File: src/rtl/arb_requester.sv
// arb_requester: queues device jobs and drives one req/gnt port of the two-port arbiter.
// Define ARB_REQ_TIMEOUT_EN to abort jobs that wait TIMEOUT cycles in REQ without a grant.
module arb_requester #(
    parameter int LEN_W   = 4,
    parameter int DEPTH   = 4,
    parameter int TIMEOUT = 15
) (
    input  logic                     clk,
    input  logic                     reset_n,
    input  logic                     job_valid,
    input  logic [LEN_W-1:0]         job_len,
    output logic                     job_ready,
    input  logic                     gnt,
    output logic                     req,
    output logic                     xfer_beat,
    output logic                     done,
    output logic                     timeout,
    output logic [$clog2(DEPTH):0]   pending
);
    localparam int AW = $clog2(DEPTH);
    localparam int WW = $clog2(TIMEOUT + 1);

    typedef enum logic [1:0] {IDLE, REQ, XFER, RELEASE} state_t;

    state_t           state, state_nxt;
    logic [LEN_W-1:0] mem [DEPTH];
    logic [AW-1:0]    wr_ptr, rd_ptr;
    logic [AW:0]      count;
    logic [LEN_W-1:0] beat_cnt;
    logic [WW-1:0]    wait_cnt;
    logic             req_q, push, pop, qual, expire, abort;

    assign job_ready = count != (AW+1)'(DEPTH);
    assign push      = job_valid && job_ready;
    assign pop       = state == IDLE && count != '0;
    // The arbiter holds a stale grant while idle, so the first REQ cycle never qualifies.
    assign qual      = gnt && wait_cnt != '0;
    assign req       = req_q;
    assign pending   = count;
    assign xfer_beat = state == XFER && gnt;
    assign done      = state == RELEASE && !abort;
    assign timeout   = state == RELEASE && abort;

`ifdef ARB_REQ_TIMEOUT_EN
    assign expire = wait_cnt == WW'(TIMEOUT - 1);
    always_ff @(posedge clk or negedge reset_n)
        if (!reset_n)
            abort <= 1'b0;
        else if (state == REQ)
            abort <= !qual && expire;
`else
    assign expire = 1'b0;
    assign abort  = 1'b0;
`endif

    always_comb begin
        state_nxt = state;
        case (state)
            IDLE:    state_nxt = count != '0 ? REQ : IDLE;
            REQ:     state_nxt = qual ? XFER : expire ? RELEASE : REQ;
            XFER:    state_nxt = gnt && beat_cnt == '0 ? RELEASE : XFER;
            default: state_nxt = IDLE;
        endcase
    end

    always_ff @(posedge clk)
        if (push)
            mem[wr_ptr] <= job_len;

    always_ff @(posedge clk or negedge reset_n)
        if (!reset_n) begin
            state    <= IDLE;
            req_q    <= 1'b0;
            wr_ptr   <= '0;
            rd_ptr   <= '0;
            count    <= '0;
            beat_cnt <= '0;
            wait_cnt <= '0;
        end else begin
            state    <= state_nxt;
            req_q    <= state_nxt == REQ || state_nxt == XFER;
            wr_ptr   <= push ? wr_ptr + 1'b1 : wr_ptr;
            rd_ptr   <= pop ? rd_ptr + 1'b1 : rd_ptr;
            count    <= count + (AW+1)'(push) - (AW+1)'(pop);
            beat_cnt <= pop ? mem[rd_ptr] : (xfer_beat && beat_cnt != '0) ? beat_cnt - 1'b1 : beat_cnt;
            wait_cnt <= state == IDLE ? '0 : (state == REQ && wait_cnt != '1) ? wait_cnt + 1'b1 : wait_cnt;
        end
endmodule
File: config.mk
export PLATFORM = sky130hd
export DESIGN_NAME = arb_requester
export DESIGN_NICKNAME = d
export VERILOG_FILES = /design/src/rtl/arb_requester.sv
export SDC_FILE = /design/constraint.sdc
export NUM_CORES = 1
export LEC_CHECK = 0
export ABC_AREA = 1
export CAP_MARGIN = 20
export CORE_ASPECT_RATIO = 0.8
export CORE_UTILIZATION = 60
export DETAILED_ROUTE_END_ITERATION = 10
export DONT_BUFFER_PORTS = 1
export PLACE_DENSITY = 0.87
export REMOVE_ABC_BUFFERS = 1
export SYNTH_ARGS = -nofsm -noshare
export SYNTH_HDL_FRONTEND = slang
export SYNTH_SLANG_ARGS = --single-unit
File: constraint.sdc
create_clock -name clk -period 4.8 [get_ports clk]
set_clock_uncertainty 0.2 [all_clocks]
set_input_delay 0.96 -clock clk [delete_from_list [all_inputs] [get_ports clk]]
set_output_delay 0.96 -clock clk [all_outputs]
set_load 0.05 [all_outputs]
==> reports/results.tsv <==
metric	value	unit
route.detailed.drc	0	
syn_inst	182	
drt-vias-per-instance	5.28	
n_antenna_cell	0	
worst_pin_slew	588	ps
first_global_vias	1084	
ys_ff_latch	34	
nNetsFinal	204	
postCtsResizedCells	0	
cts_tree	done	
arrival	1660	ps
cts_root_buffer	clkbuf_4	
tns	0	ps
p_switching	0.589	mW
slew_headroom	60.8	%
clkPwrFrac	19.0	%
crit_path_end_kind	output port	
setup-violations-final	0	
avgSynthCellArea	9.41	sq um
die_w	61.7	microns
ys_seq_area_share	54.3	%
place_hpwl	2110	microns
yosys_warnings	0	
hp-class	in -> async	
placed_area	1730	sq um
crit_chain	nor2_1, nand2_1	
globalRouteTotalUtil	22.1	%
dr.first_iter.drc_count	53	
grt_pass1_wl	4660	microns
antenna_found_initial	0	
p_comb_share	39.4	%
power_density	737	nW/um^2
reg2reg_slack	2030	ps
leakage	0.867	nW
clk_path_buf_depth	2	
rr_worst_depth	8	
post-route-period-util	58.7	%
die-area	3070	sq um
slowest_stage	dfrtp_1	
io_buffers	0	
pwr-share-seq	41.6	%
initial_core_util	66.3	%
io_pins	16	
finalCriticalPeriod	2820	ps
core_region_area	2580	sq um
die_h	49.8	microns
final-hold-violation-count	0	
drv_slew	0	
numCtsBuffers	5	
critPathMaxStageDelay	730	ps
worstReg2RegStart	pending[1]	
hold_buffers	0	
firstDrtPassIters	4	
r2r-end	pending[2]	
area.growth.synth_to_final	6.65	%
synth_cell_types	23	
wl_per_cell	12.9	microns
max-vdd-ir-drop	0.394	mV
postCtsSetupBuffers	0	
rsz0062_at_grt	false	
synth_top_area_share	28.0	%
final_area	1830	sq um
h-tree-depth	2	
clk_pin_slew	110	ps
grt_max_degree	19	
cts.sinks	34	
fmax	355	MHz
swShare	43.8	%
syn_area	1710	sq um
synthTopCellsByArea	edfxtp_1, dfrtp_1, nand2_1, ha_1, nand3_1	
critPathKind	reg -> out	
vias	1178	
p_int	0.757	mW
cp.required	3640	ps
worstSkewPairLatency	330	ps
antenna_left	0	
wl	2880	microns
gp_congestion	0.804	
path_max_fanout	4	
maxCapViolations	0	
overflow	0	
yosys.area.top_type	edfxtp_1	
cp-start-kind	register	
drive_gt1_share	9.63	%
status	finished clean	
rows	16	
## layer usage
| metal | vias up | GRT usage [%] | wire length (microns) |
|---|---|---|---|
| met2 | 32 | 36.9 | 1430 |
| met4 | 0 | 10.4 | 71 |
| met5 | - | 0 | 0 |
| met1 | 556 | 25.6 | 1240 |
| met3 | 9 | 6.56 | 135 |
| li1 | 581 | - | - |
## state kept, by name, summed over array words and instances (netlist names)
register  cells
pending       3
state         2
mem          16
wr_ptr        2
rd_ptr        2
beat_cnt      4
req           1
wait_cnt      4
## cells in the mapped netlist
cell / count
a21oi_1: 3
buf_12: 1
buf_2: 1
buf_4: 1
conb_1: 1
dfrtp_1: 18
edfxtp_1: 16
fa_1: 1
ha_1: 9
inv_1: 24
inv_2: 4
inv_4: 1
nand2_1: 44
nand2_2: 3
nand2_4: 1
nand3_1: 22
nand3_2: 1
nand3b_2: 1
nor2_1: 18
o21ai_0: 2
o22ai_1: 2
xnor2_1: 3
xor2_1: 5
## layout by cell type (no fill, tap or decap), types with 2 or more instances in the layout
master | Yosys | routed
ha_1 | 9 | 9
dfrtp_1 | 18 | 18
xor2_1 | 5 | 5
clkbuf_4 | 0 | 5
a21oi_1 | 3 | 3
inv_1 | 24 | 24
nand2_2 | 3 | 3
nand2_1 | 44 | 44
bufinv_16 | 0 | 2
o22ai_1 | 2 | 2
edfxtp_1 | 16 | 16
o21ai_0 | 2 | 2
nand3_1 | 22 | 22
xnor2_1 | 3 | 3
nor2_1 | 18 | 18
inv_2 | 4 | 4
## logic make-up after synthesis
family / Yosys count / share of synthesized area [%]
simple gates: 90 / 23.0
xor+xnor: 8 / 4.09
flops: 34 / 54.3
buf+inv: 32 / 8.40
compound gates: 7 / 2.19
fa+ha+maj: 10 / 7.74
other cells: 1 / 0.219
## metrics by stage
stage | setup WS [ps] | instances | total power, mW | hold WS, ps | utilization, %
floorplan | 2190 | 179 | 0.973 | 300 | -
global placement | 2120 | 215 | 1.05 | 329 | 66.8
detailed placement | 2020 | 215 | 1.09 | 347 | 66.8
CTS | 1960 | 223 | 1.35 | 93.6 | 70.7
global route | 1880 | 223 | 1.45 | 80.0 | 70.7
finish | 1980 | 223 | 1.35 | 105 | 70.7
## how the worst max path moves through the flow
stage          startpoint         end  cells after the start
2_1_floorplan  pending[1]  pending[2]                      8
3_3_place_gp   pending[1]  pending[1]                      8
3_5_place_dp   pending[1]  pending[2]                      8
4_1_cts        pending[1]   job_ready                      2
5_1_grt        pending[1]  pending[1]                      8
6_report       pending[1]   job_ready                      2
## power groups by stage
stage	registers (mW)	logic, mW	clock network (mW)
floorplan	0.545	0.428	0
global placement	0.558	0.489	0
detailed placement	0.566	0.527	0
CTS	0.560	0.534	0.259
global route	0.573	0.608	0.270
finish	0.560	0.530	0.256
## layout make-up
type,count,area (sq um)
clock inverters,3,63.8
fillers,186,756
inverters,29,111
well taps,36,45.0
clock buffers,5,37.5
flip-flops and latches,34,931
multi-input cells,116,638
## critical path, delay by kind of cell (launching register included)
family        cells  cell delay, ps
flops             1             730
simple gates      2             600
Power figures use the tool's default switching activity.
